--- src/rtl/gerador_tentativa.sv ---
// Code-entry front end: conditions the enter button, snapshots the switches,
// strobes the comparator and tracks remaining attempts until win or lock.
`timescale 1ns/1ps
module gerador_tentativa #(
    parameter int LARGURA         = 7,
    parameter int MAX_TENTATIVAS  = 3,
    parameter int DEBOUNCE_CICLOS = 4,
    parameter int PULSO_ENTER     = 2
) (
    input  logic               clk,
    input  logic               reset,
    input  logic [LARGURA-1:0] chaves,
    input  logic               botao_enter,
    input  logic               sinalvitoria,
    output logic [LARGURA-1:0] tentativa,
    output logic               enter,
    output logic [3:0]         tentativas_restantes,
    output logic               ocupado,
    output logic               acertou,
    output logic               bloqueado
);

    localparam int DW = $clog2(DEBOUNCE_CICLOS + 1);
    localparam int PW = $clog2(PULSO_ENTER + 1);

    typedef enum logic [2:0] {
        OCIOSO,
        CAPTURA,
        ENVIA,
        AGUARDA,
        ACERTOU,
        BLOQUEADO
    } estado_t;

    logic          sync1_q, sync1_d;
    logic          sync2_q, sync2_d;
    logic          deb_q, deb_d;
    logic          deb_ant_q, deb_ant_d;
    logic [DW-1:0] deb_cnt_q, deb_cnt_d;
    logic          press_q, press_d;

    estado_t       estado_q, estado_d;
    logic [PW-1:0] pulso_cnt_q, pulso_cnt_d;

    logic [LARGURA-1:0] tentativa_q, tentativa_d;
    logic               enter_q, enter_d;
    logic [3:0]         restantes_q, restantes_d;
    logic               ocupado_q, ocupado_d;
    logic               acertou_q, acertou_d;
    logic               bloqueado_q, bloqueado_d;

    logic captura_ok;
    logic ultima;

    // Button conditioning: a level change needs DEBOUNCE_CICLOS differing cycles
    always_comb begin
        sync1_d   = botao_enter;
        sync2_d   = sync1_q;
        deb_d     = deb_q;
        deb_cnt_d = '0;
        if (sync2_q != deb_q) begin
            if (deb_cnt_q == DW'(DEBOUNCE_CICLOS - 1)) begin
                deb_d = sync2_q;
            end else begin
                deb_cnt_d = deb_cnt_q + 1'b1;
            end
        end
        deb_ant_d = deb_q;
        press_d   = deb_q & ~deb_ant_q;
    end

    always_ff @(posedge clk) begin
        if (reset) begin
            sync1_q   <= 1'b0;
            sync2_q   <= 1'b0;
            deb_q     <= 1'b0;
            deb_ant_q <= 1'b0;
            deb_cnt_q <= '0;
            press_q   <= 1'b0;
        end else begin
            sync1_q   <= sync1_d;
            sync2_q   <= sync2_d;
            deb_q     <= deb_d;
            deb_ant_q <= deb_ant_d;
            deb_cnt_q <= deb_cnt_d;
            press_q   <= press_d;
        end
    end

    assign captura_ok = (estado_q == OCIOSO) && press_q;
    assign ultima     = (restantes_q <= 4'd1);

    // FSM state register together with the registered outputs
    always_ff @(posedge clk) begin
        if (reset) begin
            estado_q    <= OCIOSO;
            pulso_cnt_q <= '0;
            tentativa_q <= '0;
            enter_q     <= 1'b0;
            restantes_q <= 4'(MAX_TENTATIVAS);
            ocupado_q   <= 1'b0;
            acertou_q   <= 1'b0;
            bloqueado_q <= 1'b0;
        end else begin
            estado_q    <= estado_d;
            pulso_cnt_q <= pulso_cnt_d;
            tentativa_q <= tentativa_d;
            enter_q     <= enter_d;
            restantes_q <= restantes_d;
            ocupado_q   <= ocupado_d;
            acertou_q   <= acertou_d;
            bloqueado_q <= bloqueado_d;
        end
    end

    always_comb begin
        estado_d    = estado_q;
        pulso_cnt_d = '0;
        unique case (estado_q)
            OCIOSO: begin
                if (press_q) begin
                    estado_d = CAPTURA;
                end
            end
            CAPTURA: begin
                estado_d = ENVIA;
            end
            ENVIA: begin
                if (pulso_cnt_q == PW'(PULSO_ENTER - 1)) begin
                    estado_d = AGUARDA;
                end else begin
                    pulso_cnt_d = pulso_cnt_q + 1'b1;
                end
            end
            AGUARDA: begin
                if (sinalvitoria) begin
                    estado_d = ACERTOU;
                end else if (ultima) begin
                    estado_d = BLOQUEADO;
                end else begin
                    estado_d = OCIOSO;
                end
            end
            ACERTOU: begin
                estado_d = ACERTOU;
            end
            BLOQUEADO: begin
                estado_d = BLOQUEADO;
            end
            default: begin
                estado_d = OCIOSO;
            end
        endcase
    end

    // Outputs are registered from the next state so enter never glitches
    always_comb begin
        tentativa_d = tentativa_q;
        ocupado_d   = ocupado_q;
        restantes_d = restantes_q;
        acertou_d   = acertou_q;
        bloqueado_d = bloqueado_q;
        enter_d     = (estado_d == ENVIA);
        if (captura_ok) begin
            tentativa_d = chaves;
            ocupado_d   = 1'b1;
        end
        if (estado_q == AGUARDA) begin
            ocupado_d = 1'b0;
            if (sinalvitoria) begin
                acertou_d = 1'b1;
            end else begin
                if (restantes_q != 4'd0) begin
                    restantes_d = restantes_q - 4'd1;
                end
                if (ultima) begin
                    bloqueado_d = 1'b1;
                end
            end
        end
    end

    assign tentativa            = tentativa_q;
    assign enter                = enter_q;
    assign tentativas_restantes = restantes_q;
    assign ocupado              = ocupado_q;
    assign acertou              = acertou_q;
    assign bloqueado            = bloqueado_q;

endmodule

--- config.mk ---
export PLATFORM = sky130hd
export DESIGN_NAME = gerador_tentativa
export DESIGN_NICKNAME = d
export VERILOG_FILES = /design/src/rtl/gerador_tentativa.sv
export SDC_FILE = /design/constraint.sdc
export NUM_CORES = 1
export LEC_CHECK = 0
export ABC_AREA = 1
export BUFFER_PORTS_ARGS = -buffer_cell sky130_fd_sc_hd__buf_2
export CAP_MARGIN = 20
export CORE_MARGIN = 1
export CORE_UTILIZATION = 55
export DETAILED_ROUTE_END_ITERATION = 8
export PLACE_DENSITY = 0.81
export SETUP_SLACK_MARGIN = 0.3
export SLEW_MARGIN = 10
export SYNTH_ARGS = -nofsm -noshare
export SYNTH_HDL_FRONTEND = slang
export SYNTH_SLANG_ARGS = --single-unit
--- constraint.sdc ---
create_clock -name clk -period 2.29 [get_ports clk]
set_input_delay 0.458 -clock clk [delete_from_list [all_inputs] [get_ports clk]]
set_output_delay 0.458 -clock clk [all_outputs]
set_load 0.02 [all_outputs]
==> results of run 1 <==
[state kept, by name, indices dropped and copies added, names as in the netlist]
signal	flops
acertou	1
deb_ant_q	1
estado_q	3
press_q	1
enter	1
deb_cnt_q	3
tentativas_restantes	4
deb_ant_d	1
pulso_cnt_q	2
tentativa	7
bloqueado	1
ocupado	1
sync2_q	1
sync1_q	1
[worst max-delay path: stages (launching register included)]
cell	delay, ns
dfxtp_1	0.39
inv_1	0.11
ha_1	0.23
o21ai_0	0.35
nand2_1	0.10
a21oi_1	0.15
nor2_1	0.05
[routing by layer]
layer	vias up	GRT usage, %	routed length [µm]
met5	-	0	0
met4	0	8.33	24
met3	4	3.40	80
met2	26	34.8	956
met1	422	22.1	896
li1	505	-	-
[logic make-up after synthesis]
| family | after synthesis | share of synthesized area (%) |
|---|---|---|
| simple gates | 68 | 27.9 |
| buf+inv | 23 | 7.56 |
| flops | 28 | 49.1 |
| compound gates | 18 | 8.11 |
| fa+ha+maj | 6 | 6.57 |
| xor+xnor | 1 | 0.767 |
[where the power goes]
| group | total, mW | internal, mW | switching [mW] |
|---|---|---|---|
| combinational | 0.0218 | 0.00913 | 0.0127 |
| clock | 0.188 | 0.0615 | 0.126 |
| sequential | 0.490 | 0.489 | 0.000980 |
[synth_stat cells]
master	number	area share, %
nor2_8	1	1.8
nand2_2	1	0.55
nand4_1	1	0.55
nor2_4	2	2.0
nor2_1	32	11
o21ai_0	10	4.4
inv_1	20	6.6
nand2_1	20	6.6
dfxtp_1	28	49
nand2_4	1	0.99
inv_2	1	0.33
nand3_2	1	0.88
nand3b_1	1	0.66
xor2_1	1	0.77
nor3_1	2	0.88
o211ai_1	1	0.66
nand3_1	6	2.6
clkbuf_1	2	0.66
ha_1	6	6.6
a21oi_1	7	3.1
[worst min path at each step]
stage / cells after the start / to / from / slack, ns
floorplan: 1 / press_q / deb_ant_q / 0.37
global placement: 1 / press_q / deb_ant_q / 0.39
detailed placement: 1 / press_q / deb_ant_q / 0.41
CTS: 3 / sync1_q / botao_enter / 0.33
global route: 3 / sync1_q / botao_enter / 0.32
finish: 3 / sync1_q / botao_enter / 0.34
[final cells by class]
type,instances,area share (%)
clock buffer,3,1.71
inverter,21,5.99
multi-input combinational,93,37.6
sequential,28,42.6
tap,27,2.57
timing repair buffer,25,9.51
[stage by stage]
| step | cell area [µm²] | hold slack, ns | setup slack, ns |
|---|---|---|---|
| final | 1320 | 0.336 | 0.809 |
| after global routing | 1320 | 0.323 | 0.678 |
| after CTS | 1320 | 0.328 | 0.835 |
| after detailed placement | 1290 | 0.408 | 0.855 |
| after global placement | 1290 | 0.387 | 0.893 |
| after floorplan | 1140 | 0.374 | 0.773 |
==> metrics.md, run 1 <==
| Metric | Value |
|---|---|
| Clock Sink Count | 28 |
| Layout Nets | 189 |
| Syn Nets | 161 |
| Syn-to-layout area delta | 15.2% |
| Final wirelength | 1960 µm |
| Largest net degree at the start of global routing | 15 |
| Reg2reg start | tentativas_restantes[0] |
| Fin crit share | 64.7% |
| Synthesized area | 1140 µm² |
| Global-route wire length before repair | 2990 µm |
| Initial antenna violation count | 0 |
| CP arrival | 1.70 ns |
| Die width | 47.6 µm |
| Status | completed |
| Placed Cells | 194 |
| # diodes | 0 |
| CTS clock-pin slew for the worst setup and hold paths | 0.13 ns |
| Fill cells | 187 |
| Post-synthesis register bit count | 28 |
| Cell variety after synth | 20 |
| Io pins | 26 |
| Share of cells above drive strength 1 | 20.6% |
| Max Cap Viol | 0 |
| Core footprint | 1960 µm² |
| P_leak | 0.642 nW |
| WS Path Type | reg -> reg |
| Req. time, crit path | 2.51 ns |
| Max Clk Rate | 675 MHz |
| Reg2Reg Depth | 6 |
| R2R Setup Slk | 0.81 ns |
| Hpwl dp | 1540 µm |
| Via count | 957 |
| Rel. slew slack | 72.7% |
| Die Y | 47.6 µm |
| Peak VDD IR | 0.000456 V |
| Die area | 2260 µm² |
| Worst slew pin tran | 0.405 ns |
| Max Clock Skew | 0.00149 ns |
| RSZ-0062 raised after global routing | false |
| Synth Warn # | 0 |
| CP Launch Type | flop |
| Reg-to-Reg End | estado_q[2] |
| Postcts setup bufs | 0 |
| Period minus WS final | 1.48 ns |
| Max Root-Sink Buffers | 2 |
| Setup-failing EPs final | 0 |
| Root Driver | clkbuf_4 |
| Depth of the CTS H-tree | 1 |
| TritonCTS clock tree | done |
| Post-cts resize count | 0 |
| Gate Count Post-Synth | 144 |
| Pwr per Cell Area | 532 nW/µm² |
| DRC Markers | 0 |
| Final core utilization | 67.1% |
| Antenna-violating nets left | 0 |
| Fin cells | 197 |
| Most frequent cells in the layout | 32 x nor2_1, 28 x dfxtp_1, 25 x buf_2 |
| Initial Util | 58.2% |
| Drt pass-1 iters | 4 |
| FP Rows | 16 |
| Clock Latency Late Sink | 0.31 ns |
| Worst hold path class | in -> reg |
| Seq/Total Area, Yosys | 49.1% |
| Hold buffer count at CTS | 0 |
| Critical Path Fanout Max | 5 |
| Final setup TNS | 0 ns |
| Crit path from | tentativas_restantes[0] |
| Routed vias/inst | 4.86 |
| Overall power | 700 µW |
| Slew Limit Fails | 0 |
| DR iter-0 viols | 15 |
| Commonest non-fill, non-tap cell in the layout | nor2_1 |
| Critical Path Sink | estado_q[2] |
| Global route overflow | 0 |
| Final count of hold timing violations | 0 |
| Number of global-route vias before repair | 772 |
| WL per Instance | 9.93 µm |
| Total Routing Usage GR | 19.2% |
| Multi-input gate area | 495 µm² |
| Sequential Area | 561 µm² |
| Port Buffers | 25 |
| Synthesized area per cell | 7.93 µm² |
| Number of CTS-inserted buffers | 3 |
| Crit. End Element | flop |
| RD Place Congestion | 0.765 |
No activity file was read; power rests on OpenSTA's default activity.
==> run 2: changes to the inputs <==
--- a/config.mk
+++ b/config.mk
@@ -9,9 +9,9 @@
 export BUFFER_PORTS_ARGS = -buffer_cell sky130_fd_sc_hd__buf_2
 export CAP_MARGIN = 20
 export CORE_MARGIN = 1
-export CORE_UTILIZATION = 55
+export CORE_UTILIZATION = 51
 export DETAILED_ROUTE_END_ITERATION = 8
-export PLACE_DENSITY = 0.81
+export PLACE_DENSITY = 0.76
 export SETUP_SLACK_MARGIN = 0.3
 export SLEW_MARGIN = 10
 export SYNTH_ARGS = -nofsm -noshare
==> constraint.sdc (replaced) <==
create_clock -name clk -period 1.5 [get_ports clk]
set_input_delay 0.3 -clock clk [delete_from_list [all_inputs] [get_ports clk]]
set_output_delay 0.3 -clock clk [all_outputs]
set_load 0.02 [all_outputs]
==> run 2 against run 1 <==
Compared with the run above:
- clock power increased by 90%
- routed wire length increased by 20%
- die area increased by 7.5%
- worst hold slack got worse by 0.18 ns
- register-to-register slack got worse by 0.49 ns
- total power increased by 62%
- sequential power increased by 51%
- global-route usage increased by 1.2 points
- fmax increased by 25%
- cell area increased by 9.7%
- critical path depth unchanged
- critical path type unchanged
- largest cell class unchanged
- highest routed layer unchanged
==> metrics.md, run 2 (synthesized netlist as in run 1, its figures left out) <==
| Metric | Value |
|---|---|
| CP arrival | 1.41 ns |
| Flop pwr share | 65.3% |
| Clock Sink Count | 28 |
| Clock share of power | 31.5% |
| Crit path from | tentativas_restantes[0] |
| Final setup TNS | 0 ns |
| Peak VDD IR | 0.000645 V |
| Critical Path Sink | estado_q[2] |
| R2R Setup Slk | 0.32 ns |
| Routed vias/inst | 4.93 |
| Largest net degree at the start of global routing | 16 |
| # diodes | 0 |
| Switching share of power | 20.5% |
| Placed Area | 1310 µm² |
| Io pins | 26 |
| Req. time, crit path | 1.73 ns |
| Syn-to-layout area delta | 26.4% |
| Final count of hold timing violations | 0 |
| Share of cells above drive strength 1 | 34.7% |
| Core footprint | 2040 µm² |
| Max Clk Rate | 847 MHz |
| Number of CTS-inserted buffers | 3 |
| Worst-path cell chain | inv_2, ha_2, o21ai_4, nand2_1, a21oi_1, nor2_1 |
| TritonCTS clock tree | done |
| Global-route wire length before repair | 3880 µm |
| Most frequent cells in the layout | 30 x nor2_1, 23 x buf_2, 20 x dfxtp_1 |
| P_leak | 0.645 nW |
| Max FFs per register | 7 |
| Die Y | 49.3 µm |
| Hpwl dp | 1530 µm |
| Final wirelength | 2340 µm |
| RSZ-0062 raised after global routing | true |
| Worst slew pin tran | 0.340 ns |
| Switching Power | 232 µW |
| Global route overflow | 0 |
| Critical Path Fanout Max | 5 |
| Clock Latency Late Sink | 0.33 ns |
| Max Root-Sink Buffers | 2 |
| Crit. End Element | flop |
| Root Driver | clkbuf_4 |
| Die width | 49.3 µm |
| Die area | 2430 µm² |
| Post-route standard cell area excluding fillers | 1440 µm² |
| Drt pass-1 iters | 4 |
| Period minus WS final | 1.18 ns |
| Sequential Area | 583 µm² |
| CP Launch Type | flop |
| WL per Instance | 11.7 µm |
| Max Cap Viol | 0 |
| RD Place Congestion | 0.904 |
| Setup-failing EPs final | 0 |
| Fill cells | 171 |
| Depth of the CTS H-tree | 1 |
| Overall power | 1.13 mW |
| Layout Nets | 191 |
| Gate power share | 3.1% |
| Number of global-route vias before repair | 938 |
| DRC Markers | 0 |
| Worst hold path class | in -> reg |
| Slowest CP cell | dfxtp_4 |
| Reg-to-Reg End | estado_q[2] |
| Fin crit share | 78.7% |
| Slew Limit Fails | 0 |
| Port Buffers | 25 |
| Status | completed |
| FP Rows | 16 |
| Via count | 985 |
| Initial antenna violation count | 0 |
| Pwr per Cell Area | 785 nW/µm² |
| CP peak stage delay | 0.39 ns |
| Antenna-violating nets left | 0 |
| DR iter-0 viols | 26 |
| Reg2Reg Depth | 6 |
| Hold Worst Slack | 0.160 ns |
| Placed Cells | 194 |
| Fin cells | 200 |
| Multi-input gate area | 572 µm² |
| Rel. slew slack | 77.3% |
| Reg2reg start | tentativas_restantes[0] |
| Commonest non-fill, non-tap cell in the layout | nor2_1 |
| Total Routing Usage GR | 20.4% |
| WS Path Type | reg -> reg |
| Initial Util | 55.9% |
| Internal | 901 µW |
| CTS clock-pin slew for the worst setup and hold paths | 0.14 ns |
| Max Clock Skew | 0.00288 ns |
| Hold buffer count at CTS | 0 |
[run 2: changes by cell type in the layout (fill, tap and decap cells not counted), sizes merged]
cell,before,now
buf,25,26
clkbuf,3,4
nand3,7,8
[run 2: how the worst min path moves through the flow]
stage	start	end	slack, ns	cells after the start
4_1_cts	botao_enter	sync1_q	0.16	3
3_3_place_gp	deb_ant_q	press_q	0.38	1
6_report	botao_enter	sync1_q	0.16	3
2_1_floorplan	deb_ant_q	press_q	0.37	1
3_5_place_dp	deb_ant_q	press_q	0.40	1
5_1_grt	botao_enter	sync1_q	0.15	3
[run 2: layout make-up]
type                       instances  area share [%]
tap                               27            2.34
inverter                          21            5.63
timing repair buffer              26            9.53
sequential                        28            40.4
multi-input combinational         94            39.6
clock buffer                       4            2.51
[run 2: metrics by stage]
stage	setup slack, ns	utilization (%)
detailed placement	0.289	63.9
floorplan	0.307	-
global placement	0.345	63.9
global route	0.271	70.7
finish	0.319	70.7
CTS	0.297	66.2
[run 2: repair_timing]
item	in CTS	in global routing
gates resized for setup	5	25
pin swaps	0	6
hold endpoints to repair	0	0
buffers inserted	0	1
cloned	0	1
endpoints found under the setup margin	5	22
[run 2: routing by layer]
| layer | GRT usage, % | vias up | wire (µm) |
|---|---|---|---|
| met3 | 5.61 | 2 | 130 |
| met1 | 26.7 | 436 | 1060 |
| met4 | 4.41 | 0 | 10 |
| li1 | - | 508 | - |
| met2 | 33.3 | 39 | 1150 |
| met5 | 0 | - | 0 |
[run 2: power by group through the flow]
stage / clock [mW] / sequential (mW) / combinational [mW]
finish: 0.357 / 0.740 / 0.0352
CTS: 0.363 / 0.747 / 0.0343
detailed placement: 0 / 0.763 / 0.0339
global placement: 0 / 0.763 / 0.0333
floorplan: 0 / 0.763 / 0.0177
global route: 0.389 / 0.741 / 0.0402
[run 2: worst max-delay path, delay by kind of cell, from the launching register on]
family / cells / cell delay (ns)
adder cells (fa/ha/maj): 1 / 0.21
AND/OR/NAND/NOR: 2 / 0.13
AO/OA/AOI/OAI: 2 / 0.30
flip-flops: 1 / 0.39
buffers and inverters: 1 / 0.06
